`src/rtl/mfp_ahb_7seg_scanner.sv`:
```
// mfp_ahb_7seg_scanner
//   AHB-Lite slave that drives an N-digit multiplexed seven-segment display.
//   It has an integrated scan engine, per-digit blink, global PWM brightness,
//   a global blank control and readback of every register.
//
// Ports
//   HCLK, HRESETn      clock, asynchronous active-low reset
//   HSEL, HADDR[3:0]   slave select, word index (bus address bits 5:2)
//   HTRANS[1:0]        transfer type; bit 1 marks a valid transfer
//   HWRITE, HWDATA     write strobe and write data (data phase)
//   HRDATA             read data (data phase, combinational)
//   HREADYOUT          always 1
//   IO_7SEGEN_N        digit anodes, active low
//   IO_7SEG_N[6:0]     segments a..g on bits 0..6, active low
//   IO_7SEG_DP         decimal point, active low
//
// Register map (word index)
//   0 EN     [N-1:0] 1 = digit off        3 DIGLO  nibbles, digits 7..0
//   1 DP     [N-1:0] 1 = DP off           4 CTRL   [2:0] bright [3] blink en [4] blank
//   2 DIGHI  nibbles, digits 15..8        5 BLINK  [N-1:0] per-digit blink mask
module mfp_ahb_7seg_scanner #(
  parameter int NUM_DIGITS = 8,
  parameter int SCAN_W     = 14,
  parameter int BLINK_W    = 25
) (
  input  logic                  HCLK,
  input  logic                  HRESETn,
  input  logic                  HSEL,
  input  logic [3:0]            HADDR,
  input  logic [1:0]            HTRANS,
  input  logic                  HWRITE,
  input  logic [31:0]           HWDATA,
  output logic [31:0]           HRDATA,
  output logic                  HREADYOUT,
  output logic [NUM_DIGITS-1:0] IO_7SEGEN_N,
  output logic [6:0]            IO_7SEG_N,
  output logic                  IO_7SEG_DP
);

  localparam int DSEL_W = (NUM_DIGITS > 1) ? $clog2(NUM_DIGITS) : 1;
  localparam logic [DSEL_W-1:0] DSEL_LAST = DSEL_W'(NUM_DIGITS - 1);

  // Active-low hex glyphs, segment a on bit 0.
  function automatic logic [6:0] hex_glyph(input logic [3:0] nib);
    logic [6:0] g;
    case (nib)
      4'h0: g = 7'h40;
      4'h1: g = 7'h79;
      4'h2: g = 7'h24;
      4'h3: g = 7'h30;
      4'h4: g = 7'h19;
      4'h5: g = 7'h12;
      4'h6: g = 7'h02;
      4'h7: g = 7'h78;
      4'h8: g = 7'h00;
      4'h9: g = 7'h10;
      4'hA: g = 7'h08;
      4'hB: g = 7'h03;
      4'hC: g = 7'h46;
      4'hD: g = 7'h21;
      4'hE: g = 7'h06;
      default: g = 7'h0E;
    endcase
    return g;
  endfunction

  logic [3:0]            addr_p1;
  logic                  wr_p1;
  logic                  vld_p1;

  logic [NUM_DIGITS-1:0] en_reg;
  logic [NUM_DIGITS-1:0] dp_reg;
  logic [31:0]           dighi_reg;
  logic [31:0]           diglo_reg;
  logic [4:0]            ctrl_reg;
  logic [NUM_DIGITS-1:0] blink_reg;

  logic [SCAN_W-1:0]     scnt;
  logic [DSEL_W-1:0]     dsel;
  logic [BLINK_W-1:0]    bcnt;

  logic [31:0]           rd_word;
  logic [63:0]           digits;
  logic [5:0]            nib_lsb;
  logic [3:0]            nib;
  logic                  digit_on;
  logic                  unused_trans;

  assign HREADYOUT    = 1'b1;
  assign unused_trans = HTRANS[0];

  // Stage p1: AHB address phase capture. A transfer pending here is dropped
  // by reset because vld_p1 clears asynchronously.
  always_ff @(posedge HCLK or negedge HRESETn) begin
    if (!HRESETn) begin
      vld_p1  <= 1'b0;
      wr_p1   <= 1'b0;
      addr_p1 <= '0;
    end else begin
      vld_p1  <= HSEL & HTRANS[1];
      wr_p1   <= HWRITE;
      addr_p1 <= HADDR;
    end
  end

  // Data phase: register writes. DIGHI is kept at full width whatever
  // NUM_DIGITS is, so software sees a uniform map.
  always_ff @(posedge HCLK or negedge HRESETn) begin
    if (!HRESETn) begin
      en_reg    <= '1;
      dp_reg    <= '1;
      dighi_reg <= '0;
      diglo_reg <= '0;
      ctrl_reg  <= 5'h07;
      blink_reg <= '0;
    end else if (vld_p1 && wr_p1) begin
      case (addr_p1)
        4'd0: en_reg    <= HWDATA[NUM_DIGITS-1:0];
        4'd1: dp_reg    <= HWDATA[NUM_DIGITS-1:0];
        4'd2: dighi_reg <= HWDATA;
        4'd3: diglo_reg <= HWDATA;
        4'd4: ctrl_reg  <= HWDATA[4:0];
        4'd5: blink_reg <= HWDATA[NUM_DIGITS-1:0];
        default: ;
      endcase
    end
  end

  always_comb begin
    rd_word = '0;
    case (addr_p1)
      4'd0: rd_word = 32'(en_reg);
      4'd1: rd_word = 32'(dp_reg);
      4'd2: rd_word = dighi_reg;
      4'd3: rd_word = diglo_reg;
      4'd4: rd_word = 32'(ctrl_reg);
      4'd5: rd_word = 32'(blink_reg);
      default: rd_word = '0;
    endcase
  end

  assign HRDATA = (vld_p1 && !wr_p1) ? rd_word : 32'h0;

  // Scan engine: slot counter, digit select and free-running blink counter.
  // All start together from reset.
  always_ff @(posedge HCLK or negedge HRESETn) begin
    if (!HRESETn) begin
      scnt <= '0;
      dsel <= '0;
      bcnt <= '0;
    end else begin
      scnt <= scnt + 1'b1;
      bcnt <= bcnt + 1'b1;
      if (&scnt) begin
        dsel <= (dsel == DSEL_LAST) ? '0 : dsel + 1'b1;
      end
    end
  end

  assign digits  = {dighi_reg, diglo_reg};
  assign nib_lsb = {4'(dsel), 2'b00};
  assign nib     = digits[nib_lsb +: 4];

  // The top three slot-counter bits form the PWM ramp. At brightness 7 the
  // digit stays lit for the whole slot; at 0 it is lit for the first eighth.
  assign digit_on = !en_reg[dsel]
                  && !ctrl_reg[4]
                  && (scnt[SCAN_W-1 -: 3] <= ctrl_reg[2:0])
                  && !(ctrl_reg[3] && blink_reg[dsel] && bcnt[BLINK_W-1]);

  // Stage p2: registered pin drivers. An unlit digit forces segments and DP
  // off as well as the anode, so nothing ghosts onto the next digit.
  always_ff @(posedge HCLK or negedge HRESETn) begin
    if (!HRESETn) begin
      IO_7SEGEN_N <= '1;
      IO_7SEG_N   <= 7'h7F;
      IO_7SEG_DP  <= 1'b1;
    end else if (digit_on) begin
      IO_7SEGEN_N <= ~(NUM_DIGITS'(1) << dsel);
      IO_7SEG_N   <= hex_glyph(nib);
      IO_7SEG_DP  <= dp_reg[dsel];
    end else begin
      IO_7SEGEN_N <= '1;
      IO_7SEG_N   <= 7'h7F;
      IO_7SEG_DP  <= 1'b1;
    end
  end

endmodule

```
`config.mk`:
```
export PLATFORM = sky130hd
export DESIGN_NAME = mfp_ahb_7seg_scanner
export DESIGN_NICKNAME = d
export VERILOG_FILES = /design/src/rtl/mfp_ahb_7seg_scanner.sv
export SDC_FILE = /design/constraint.sdc
export NUM_CORES = 1
export LEC_CHECK = 0
export ABC_AREA = 1
export BUFFER_PORTS_ARGS = -buffer_cell sky130_fd_sc_hd__buf_2
export CAP_MARGIN = 5
export CORE_MARGIN = 2
export CORE_UTILIZATION = 50
export CTS_CLUSTER_SIZE = 28
export DETAILED_ROUTE_END_ITERATION = 6
export GPL_TIMING_DRIVEN = 0
export PLACE_DENSITY = 0.7
export SLEW_MARGIN = 20
export SYNTH_ARGS = -nofsm -noshare
export SYNTH_HDL_FRONTEND = slang
export SYNTH_SLANG_ARGS = --single-unit
```
`constraint.sdc`:
```
create_clock -name HCLK -period 2.15 [get_ports HCLK]
set_input_delay 0.1075 -clock HCLK [delete_from_list [all_inputs] [get_ports HCLK]]
set_output_delay 0.1075 -clock HCLK [all_outputs]
set_load 0.01 [all_outputs]
```
Word-level counts from Yosys, hierarchy flattened. Memory sizes are Yosys's and may differ from the RTL's. Index checks and enable logic that the tools add are counted.

$add $sub $neg: 3. Magnitude comparators: 2. Equality and inequality tests: 6. Shifts and indexed selects: 2. Mux-type cells: 12. Bitwise logic cells: 2. Reduce and logical (&&, ||, !) cells: 19.

Operators by type and width (count): case mux 32 bit (6 select lines) (1); indexed part select 64 x 6 -> 4 bit (1); two-way mux 32 bit (1); adder 25 x 1 -> 25 bit (second input constant) (1); adder 14 x 1 -> 14 bit (second input constant) (1); AND reduction 14 bit (1); AND reduction 2 bit (6); binary-select mux 1 bit (select 3 bit) (3); == test 4 x 2 -> 1 bit (second input constant) (2); == test 4 x 3 -> 1 bit (second input constant) (2); two-way mux 8 bit (1); NOT 8 bit (1); << shifter 1 x 3 -> 8 bit (first input constant) (1); logical AND 1 bit (7); two-way mux 7 bit (1); == test 4 x 1 -> 1 bit (second input constant) (1); zero test 1 bit (4); zero test 4 bit (1); less-than comparator 3 x 4 -> 1 bit (second input constant) (1); two-way mux 1 bit (4); adder 3 x 1 -> 3 bit (second input constant) (1); == test 3 bit (second input constant) (1); less-or-equal comparator 3 bit (1); two-way mux 3 bit (1); bitwise AND 1 bit (1).

Bits in registers: 157. Memory bits (read-only): 112. Bits of input ports: 42. Output and inout port bits: 49. Logic and storage cells: 62. Memories: 1.

Memory list: (no name shown) (words 16, width 7, rd ports 1, clocked after Yosys merged registers in 0, write ports 0, line 46) `case (nib)`.

Depth between registers and ports, before layout. Gate-level depths: netlist (run 1).

Depth after elaboration: 7. Gate-level depth with buffers: 14. Mapped depth without buffers: 12.

Worst setup path before layout (run 1). OpenSTA, ideal clock, no wires.

Kind: reg2reg. Start: register dsel[0]. End: register IO_7SEG_N[5]. Library setup time: 0.088 ns. Data arrival time: 1.616 ns. Required time: 2.062 ns. Slack: 0.447 ns. Stages on the path, launching flop included: 14. Path buffers: 2. Clock period less this slack: 1.703 ns. Path through: dfrtp_1 > buf_6 > inv_4 > buf_4 > nand2_1 > nand3_1 > nand3_1 > nand2_1 > inv_1 > ha_1 > nand3_1 > nand2_1 > nand2_1 > nand3_1.

Word-level cells in the longest chain between the ends: 7. Elaborated cells between the ends (all ways): 14. Classes of those cells: shift (1); mux (5); reduce/logical (7); memory (1).

Ends and longest elaborated chain: start, declared (line 79) `logic [DSEL_W-1:0] dsel;`; start signal, assigned (line 155) `dsel <= (dsel == DSEL_LAST) ? '0 : dsel + 1'b1;`; parallel branches: the longest is 6 deep, another holds memory read (16 x 7 bit); two-way mux 7 bit * (line 178) `end else if (digit_on) begin`; end signal, assigned (line 180) `IO_7SEG_N <= hex_glyph(nib);`; end, declared (line 36) `output logic [6:0] IO_7SEG_N,`.

Mark *: on every way between the ends. The select of a mux whose other input is x is not followed. A chain may end at the register's enable or synchronous reset.

Worst setup path after layout (run 1).
Start: register addr_p1[3]. End: output port HRDATA[6].

Word-level cells in the longest chain between the ends: 3. Elaborated cells between the ends (all ways): 8. Classes of those cells: eq/ne (5); mux (2); reduce/logical (1).

Ends and longest elaborated chain: start, declared (line 67) `logic [3:0] addr_p1;`; start signal, assigned (line 98) `addr_p1 <= '0;`; start signal, assigned (line 102) `addr_p1 <= HADDR;`; == test 4 x 3 -> 1 bit (tied with other cells) (line 131) `case (addr_p1)`; case mux 32 bit (6 select lines) * (line 131); two-way mux 32 bit * (line 142) `assign HRDATA = (vld_p1 && !wr_p1) ? rd_word : 32'h0;`; end, declared (line 33) `output logic [31:0] HRDATA,`.

Every way passes the cells marked *; elsewhere a longest branch is shown, timed or not.

==> impl_metrics.json, run 1 <==
{
  "status": "complete, no violations",
  "cts_tree": "done",
  "clock_skew_ns": 0.00819,
  "synth_area_leaders": "dfrtp_1 (39%), nand2_1 (15%), dfstp_2 (12%)",
  "holdCritPathClass": "in2reg",
  "synth_top_area_frac": 0.391,
  "max-vdd-ir-drop_v": 0.000550,
  "syn2layout_area_growth_pct": 22.9,
  "fin_crit_sh": 0.989,
  "drtIter0Drc": 521,
  "cp_max_fo": 7,
  "rsz0062_at_grt": "true",
  "regArea_mm2": 0.00397,
  "synth_nets": 1025,
  "worst_setup_path_end_kind": "output pin",
  "grt_pass1_wl_um": 32000,
  "die_area_mm2": 0.0166,
  "io_pins": 91,
  "grt_pass1_vias": 6453,
  "core_mm2": 0.0153,
  "rrSetupSlack_ns": 0.14,
  "htree_levels": 4,
  "synth_common_cells": "nand2_1 (306), dfrtp_1 (122), inv_1 (110)",
  "grt_remaining_overflow": 0,
  "drc_errors": 0,
  "wl_per_cell_um": 14.8,
  "synth_cell_types": 34,
  "synth-seq-area-share": 0.509,
  "yosys_most_used_dff": "dfrtp_1",
  "chipWidth_um": 129,
  "syn_area_mm2": 0.00781,
  "min_to": "dp_reg[3]$_DFFE_PN1P_",
  "nFillCells": 1346,
  "drive_above_1_share": 0.200,
  "r2r_cells": 12,
  "routed_wirelength_um": 19800,
  "worst_pin_slew_ns": 0.570,
  "r2r_start": "dsel[1]$_DFFE_PN0P_",
  "worst-setup-path-type": "reg2out",
  "finalSetupViolations": 0,
  "final_cells": 1337,
  "clock-sinks": 157,
  "fin_nets": 1171,
  "chipHeight_um": 129,
  "clk_pin_slew_worst_paths_ns": 0.06,
  "synth_cells": 967,
  "clk_path_buf_depth": 2,
  "place_hpwl_um": 13700,
  "cp.arrival_ns": 2.02,
  "hp-start": "HWDATA[3]",
  "antenna_found_initial": 0,
  "final_max_slew_viol_count": 0,
  "io_buffers": 88,
  "yosys.area.top_type": "dfrtp_1",
  "synth-edff-count": 0,
  "diodes": 0,
  "synth.avg_cell_area_um2": 8.08,
  "timing.fmax_ghz": 0.470,
  "startpoint_type": "flip-flop",
  "async_flop_share": 1.00,
  "firstDrtPassIters": 5,
  "postRouteAntennaNets": 0,
  "vias_per_cell": 5.13,
  "r2r-end": "IO_7SEG_N[2]$_DFF_PN1_",
  "initial_core_util": 0.512,
  "min_period_ns": 2.13,
  "cts_made_buffers": 17,
  "drv_cap": 0,
  "root_buffer": "clkbuf_16",
  "grt_max_degree": 99,
  "hold_violations": 0,
  "num_rows": 45,
  "critPathRequiredTime_ns": 2.04,
  "ys_warn_count": 0,
  "post-synth-top-count-cell": "nand2_1",
  "multiInputGateArea_mm2": 0.00325,
  "power_density_mw_per_mm2": 801,
  "holdPathStages": 3,
  "fin_setup_tns_ns": 0,
  "slew_headroom": 0.620,
  "place.gp.congestion": 0.899,
  "clk_latency_ns": 0.43,
  "p_leak_nw": 4.91,
  "routed-via-count": 6860,
  "grt_use_total": 0.248,
  "synth-seq-cells": 157,
  "place_inst": 1267
}
## critical path: stages (launching register included)
cell	delay [ns]
dfrtp_1	0.42
nor2_4	0.20
nand3_2	0.10
inv_2	0.11
buf_6	0.15
buf_6	0.11
nand2_2	0.04
o21ai_1	0.07
nor2_1	0.07
a21oi_2	0.16
buf_2	0.15
## where the power goes
group / switching, W / internal (W)
Combinational: 0.000622 / 0.000397
Sequential: 0.000239 / 0.00338
Clock: 0.00118 / 0.00187
Total: 0.00204 / 0.00565
## metrics by stage
| stage | util | instance area, µm² | hold slack [ns] | power [W] | setup WS, ns |
|---|---|---|---|---|---|
| final | 0.629 | 9600 | 0.0264 | 0.00769 | 0.0243 |
| after global routing | 0.629 | 9600 | 0.0517 | 0.00805 | -0.0666 |
| after CTS | 0.622 | 9500 | 0.0336 | 0.00770 | -0.00814 |
| after detailed placement | 0.560 | 8550 | 0.0610 | 0.00460 | 0.0366 |
| after global placement | 0.558 | 8510 | 0.217 | 0.00456 | -1.32 |
| after floorplan | - | 7810 | -0.188 | 0.00425 | 0.447 |
## routing by layer
metal	part of all wire	GRT usage	up-vias
met4	0.012	0.0614	0
met3	0.062	0.0491	22
met5	0	0	-
met1	0.45	0.354	3265
li1	-	-	3355
met2	0.47	0.392	218
## cells in the final DEF, fill, tap and decap left out, drive strengths merged, types with 16 or more instances in the layout
cell type    Yosys  routed
ha              16      16
nand3           72      72
dfrtp          122     122
xor2            23      23
nand2          313     313
inv            119     119
a21oi           31      31
clkbuf          14      33
buf             20     114
o21ai          113     113
dlygate4sd3      0      32
dfstp           35      35
nor2            44      44
## worst max path at each step
stage	to	cells past startpoint	slack, ns	startpoint
floorplan	IO_7SEG_N[5]$_DFF_PN1_	13	0.45	dsel[0]$_DFFE_PN0P_
global placement	dsel[1]$_DFFE_PN0P_	1	-1.32	HRESETn
detailed placement	IO_7SEG_N[0]$_DFF_PN1_	10	0.04	dsel[1]$_DFFE_PN0P_
CTS	HRDATA[10]	7	-0.008	addr_p1[2]$_DFF_PN0_
global route	HRDATA[6]	10	-0.07	addr_p1[3]$_DFF_PN0_
finish	HRDATA[6]	10	0.02	addr_p1[3]$_DFF_PN0_
## cell type report
| class | count | area share |
|---|---|---|
| sequential | 157 | 0.414 |
| inverter | 121 | 0.0481 |
| clock inverter | 13 | 0.0153 |
| timing repair inverter | 1 | 0.000782 |
| tap | 211 | 0.0275 |
| multi-input combinational | 655 | 0.338 |
| clock buffer | 19 | 0.0472 |
| timing repair buffer | 127 | 0.0882 |
| buffer | 33 | 0.0210 |
## cell families after synthesis
kind of cell               share of synthesized area
buffers and inverters                         0.0820
DFF                                            0.509
AOI/OAI and AO/OA                             0.0982
xor gates and xnor gates                      0.0393
and+or+nand+nor                                0.246
other                                       0.000480
adders and majority gates                     0.0256
## repair_timing
item / in CTS / in global routing
cloned: 0 / 1
setup buffers: 3 / 3
hold endpoints to repair: 113 / 0
hold buffers: 32 / 0
pin swaps: 2 / 6
setup endpoints to repair: 19 / 34
resized for setup: 3 / 29
Note: power is estimated with default switching activity, not from simulation.
==> run 2, diff against run 1 <==
--- a/config.mk
+++ b/config.mk
@@ -9,11 +9,10 @@
 export BUFFER_PORTS_ARGS = -buffer_cell sky130_fd_sc_hd__buf_2
 export CAP_MARGIN = 5
 export CORE_MARGIN = 2
-export CORE_UTILIZATION = 50
+export CORE_UTILIZATION = 42
 export CTS_CLUSTER_SIZE = 28
 export DETAILED_ROUTE_END_ITERATION = 6
 export GPL_TIMING_DRIVEN = 0
-export PLACE_DENSITY = 0.7
 export SLEW_MARGIN = 20
 export SYNTH_ARGS = -nofsm -noshare
 export SYNTH_HDL_FRONTEND = slang
==> constraint.sdc (replaced) <==
create_clock -name HCLK -period 2.05 [get_ports HCLK]
set_input_delay 0.1025 -clock HCLK [delete_from_list [all_inputs] [get_ports HCLK]]
set_output_delay 0.1025 -clock HCLK [all_outputs]
set_load 0.01 [all_outputs]
==> impl_metrics.json, run 2 (same netlist as run 1, synthesis figures left out) <==
{
  "met1_length_um": 10000,
  "initial_core_util": 0.432,
  "p_leak_nw": 5.06,
  "slew_headroom": 0.521,
  "layout_common_cells": "nand2_1 (283), dfrtp_1 (118), inv_1 (108)",
  "startpoint_type": "flip-flop",
  "root_buffer": "clkbuf_16",
  "worst_setup_path_end_kind": "output pin",
  "routed-via-count": 6866,
  "grt_pass1_wl_um": 34000,
  "critPathRequiredTime_ns": 1.95,
  "syn2layout_area_growth_pct": 28.5,
  "crit_start": "addr_p1[3]$_DFF_PN0_",
  "clock_skew_ns": 0.0126,
  "regArea_mm2": 0.00398,
  "worst_pin_slew_ns": 0.718,
  "clk_path_buf_depth": 2,
  "chipWidth_um": 140,
  "dr.max_layer_used": "met4",
  "postLayoutCoreUtil": 0.555,
  "total_power_w": 0.00796,
  "vias_per_cell": 5.02,
  "clock-sinks": 157,
  "nFillCells": 1658,
  "rrSetupSlack_ns": 0.05,
  "max-vdd-ir-drop_v": 0.000646,
  "fin_setup_tns_ns": -0.00658,
  "r2r_start": "dsel[2]$_DFFE_PN0P_",
  "drtIter0Drc": 653,
  "routed_wirelength_um": 21400,
  "placed_area_mm2": 0.00857,
  "final_area_mm2": 0.0100,
  "grt_use_total": 0.219,
  "grt_remaining_overflow": 0,
  "wl_per_cell_um": 15.6,
  "io_pins": 91,
  "htree_levels": 4,
  "timing.fmax_ghz": 0.486,
  "place_hpwl_um": 14400,
  "power_density_mw_per_mm2": 793,
  "cts_tree": "done",
  "fin_crit_sh": 1.00,
  "drv_cap": 0,
  "rsz0062_at_grt": "true",
  "r2r_cells": 8,
  "r2r-end": "IO_7SEG_N[3]$_DFF_PN1_",
  "chipHeight_um": 140,
  "antenna_found_initial": 0,
  "holdCritPathClass": "in2reg",
  "diodes": 0,
  "drc_errors": 0,
  "drive_above_1_share": 0.255,
  "core_mm2": 0.0181,
  "fin_nets": 1184,
  "place.gp.congestion": 0.846,
  "postRouteAntennaNets": 0,
  "io_buffers": 88,
  "num_rows": 49,
  "worst-setup-path-type": "reg2out",
  "firstDrtPassIters": 5,
  "violations": "negative setup slack",
  "cp.arrival_ns": 1.95,
  "status": "finished, violations left",
  "final_max_slew_viol_count": 0,
  "grt_max_degree": 97,
  "final_common_cell": "nand2_1",
  "clk_pin_slew_worst_paths_ns": 0.06,
  "grt_pass1_vias": 6587,
  "hold_violations": 0,
  "multiInputGateArea_mm2": 0.00349,
  "fin_ws_ns": -0.00658,
  "met3_length_um": 1140,
  "min_period_ns": 2.06,
  "fin_worst_hold_slack_ns": 0.0336,
  "holdPathStages": 3,
  "cts_made_buffers": 17,
  "met2WireLength_um": 9890,
  "finalSetupViolations": 1,
  "clk_latency_ns": 0.43,
  "cp_max_fo": 8,
  "die_area_mm2": 0.0197,
  "crit_end": "HRDATA[27]"
}
==> run 2: cell types whose count changed in the layout (fill, tap and decap cells not counted), moves of 7 or more <==
cell	change
nand2_2	+8
nand2_4	+11
nand2_1	-19
buf_4	+7
a21oi_1	-20
a21oi_2	+19
==> run 2: critical path, stage by stage (launching register included) <==
cell,delay [ns]
dfrtp_2,0.44
nor2_4,0.15
buf_6,0.12
nand3_4,0.17
clkinv_8,0.15
buf_8,0.15
nand2_1,0.07
a21oi_2,0.13
buf_2,0.15
==> run 2: final cells by class <==
type,instances,area share
plain buffers,33,0.0253
clock buffers,21,0.0459
clock inverters,11,0.00910
inverters,121,0.0475
multi-input cells,656,0.348
flip-flops and latches,157,0.396
well taps,229,0.0286
repair buffers,140,0.0990
==> run 2: routing by layer <==
layer | vias up | GRT usage
li1 | 3373 | -
met1 | 3281 | 0.310
met2 | 181 | 0.337
met3 | 31 | 0.0427
met4 | 0 | 0.0781
met5 | - | 0
==> run 2: how the worst min path moves through the flow <==
stage              start               endpoint
6_report       HWDATA[1]  dp_reg[1]$_DFFE_PN1P_
3_5_place_dp     HRESETn      bcnt[0]$_DFF_PN0_
3_3_place_gp    HADDR[3]   addr_p1[3]$_DFF_PN0_
5_1_grt        HWDATA[3]  dp_reg[3]$_DFFE_PN1P_
2_1_floorplan    HRESETn   addr_p1[0]$_DFF_PN0_
4_1_cts        HWDATA[1]  dp_reg[1]$_DFFE_PN1P_
==> run 2: repair_timing <==
action,in CTS,in global routing
cloned,0,3
pin swaps,4,18
hold buffers,32,0
buffers inserted,9,8
gates resized for setup,39,85
setup endpoints to repair,36,39
hold endpoints to repair,126,0
==> run 2: power breakdown <==
group	internal [W]	total, W	switching (W)
Clock	0.00172	0.00301	0.00128
Sequential	0.00355	0.00382	0.000277
Combinational	0.000452	0.00113	0.000676
Total	0.00572	0.00796	0.00224
==> run 2: metrics by stage <==
stage,instances,setup WS (ns)
after floorplan,967,0.347
after global placement,1284,-1.55
after detailed placement,1285,-0.137
after CTS,1357,-0.0360
after global routing,1368,-0.101
final,1368,-0.00658
==> run 3, diff against run 2 <==
--- a/config.mk
+++ b/config.mk
@@ -13,6 +13,7 @@
 export CTS_CLUSTER_SIZE = 28
 export DETAILED_ROUTE_END_ITERATION = 6
 export GPL_TIMING_DRIVEN = 0
+export SKIP_LAST_GASP = 1
 export SLEW_MARGIN = 20
 export SYNTH_ARGS = -nofsm -noshare
 export SYNTH_HDL_FRONTEND = slang
==> impl_metrics.json, run 3 (same netlist as run 1, synthesis figures left out) <==
{
  "status": "finished, violations left",
  "violations": "negative setup slack",
  "dp_slack_ns": -0.137,
  "chipWidth_um": 140,
  "drc_errors": 0,
  "place_hpwl_um": 14400,
  "diodes": 0,
  "drive_above_1_share": 0.220,
  "cts_tree": "done",
  "worst_pin_slew_ns": 0.722,
  "clk_path_buf_depth": 2,
  "root_buffer": "clkbuf_16",
  "final_common_cell": "nand2_1",
  "hold_violations": 0,
  "fin_crit_sh": 1.01,
  "crit_family": "buffers and inverters",
  "nFillCells": 1695,
  "clock-sinks": 157,
  "crit_start": "addr_p1[2]$_DFF_PN0_",
  "grt_max_degree": 97,
  "clk_latency_ns": 0.43,
  "htree_levels": 4,
  "wl_per_cell_um": 15.2,
  "hp-start": "HWDATA[1]",
  "fin_nets": 1178,
  "chipHeight_um": 140,
  "critPathBufInv": 4,
  "fin_setup_tns_ns": -0.0113,
  "grt_remaining_overflow": 0,
  "firstDrtPassIters": 5,
  "r2r_start": "dsel[1]$_DFFE_PN0P_",
  "grt_use_total": 0.219,
  "postRouteAntennaNets": 0,
  "min_period_ns": 2.06,
  "p_leak_nw": 4.95,
  "final_max_slew_viol_count": 0,
  "worst_setup_path_end_kind": "output pin",
  "die_area_mm2": 0.0197,
  "max-vdd-ir-drop_v": 0.000645,
  "syn2layout_area_growth_pct": 24.8,
  "power_density_mw_per_mm2": 809,
  "final_cells": 1362,
  "finalSetupViolations": 1,
  "timing.fmax_ghz": 0.485,
  "cp_cell_sequence": "nor2_4, buf_4, nand3_4, inv_6, buf_4, nand2_1, a21oi_2, buf_2",
  "holdCritPathClass": "in2reg",
  "io_pins": 91,
  "cts_made_buffers": 17,
  "antenna_found_initial": 0,
  "grt_pass1_vias": 6573,
  "drv_cap": 0,
  "num_rows": 49,
  "dr.max_layer_used": "met4",
  "initial_core_util": 0.432,
  "fin_ws_ns": -0.0113,
  "vias_per_cell": 5.02,
  "worst-setup-path-type": "reg2out",
  "total_power_w": 0.00789,
  "met2WireLength_um": 9510,
  "io_buffers": 88,
  "slew_headroom": 0.519,
  "rsz0062_at_grt": "true",
  "grt_pass1_wl_um": 34000,
  "met3_length_um": 1070,
  "cp.arrival_ns": 1.96,
  "routed-via-count": 6838,
  "path_common_cell": "buf_4",
  "critPathMaxStageDelay_ns": 0.42,
  "cp_max_fo": 8,
  "layout_common_cells": "nand2_1 (301), dfrtp_1 (118), inv_1 (109)",
  "clock_skew_ns": 0.0119,
  "crit_slowest_cell": "dfrtp_1",
  "drtIter0Drc": 599,
  "place.gp.congestion": 0.846,
  "postLayoutCoreUtil": 0.539,
  "routed_wirelength_um": 20700,
  "place_inst": 1285,
  "critPathRequiredTime_ns": 1.95,
  "met1_length_um": 9750,
  "clk_pin_slew_worst_paths_ns": 0.06,
  "startpoint_type": "flip-flop",
  "core_mm2": 0.0181
}
run 3: worst paths after layout:
kind	slack, ns	cells past startpoint	endpoint
min in group asynchronous	0.29	2	bcnt[0]$_DFF_PN0_
worst min-delay path	0.03	3	dp_reg[1]$_DFFE_PN1P_
worst max register to register	0.08	11	IO_7SEG_N[3]$_DFF_PN1_
worst min register to register	0.47	1	scnt[0]$_DFF_PN0_
worst max-delay path	-0.01	8	HRDATA[9]
max in group asynchronous	0.95	3	en_reg[7]$_DFFE_PN1P_
run 3: timing repair:
item / in CTS / in global routing
hold endpoints to repair: 126 / 0
pin swaps: 4 / 3
endpoints found under the setup margin: 36 / 39
buffers inserted: 9 / 5
hold buffers: 32 / 0
gates resized for setup: 37 / 30
run 3: metal layers:
| metal | global-route usage | vias up |
|---|---|---|
| met1 | 0.309 | 3247 |
| met3 | 0.0427 | 33 |
| li1 | - | 3365 |
| met2 | 0.336 | 193 |
| met5 | 0 | - |
| met4 | 0.0781 | 0 |
run 3: layout make-up:
| cell class | count | area [µm²] | area share |
|---|---|---|---|
| Buffer | 33 | 246 | 0.0253 |
| Clock buffer | 21 | 460 | 0.0472 |
| Clock inverter | 11 | 91.3 | 0.00937 |
| Inverter | 121 | 467 | 0.0479 |
| Multi-Input combinational cell | 655 | 3310 | 0.340 |
| Sequential cell | 157 | 3980 | 0.408 |
| Tap cell | 229 | 287 | 0.0294 |
| Timing Repair Buffer | 135 | 903 | 0.0927 |
run 3: power breakdown:
group          internal (W)  switching [W]  leakage (nW)
clock               0.00172        0.00128         0.269
sequential          0.00355       0.000251          1.77
combinational      0.000436       0.000651          2.91
total               0.00571        0.00218          4.95
run 3: tightest hold or removal path, stage by stage:
cell and delay [ns]:
buf_2 0.11, inv_1 0.14, o21ai_1 0.10
run 3: per-stage QoR:
| step | hold WS (ns) | instance area (µm²) |
|---|---|---|
| floorplan | -0.193 | 7810 |
| global placement | 0.212 | 8540 |
| detailed placement | 0.188 | 8570 |
| CTS | 0.0367 | 9620 |
| global route | 0.0484 | 9750 |
| finish | 0.0332 | 9750 |
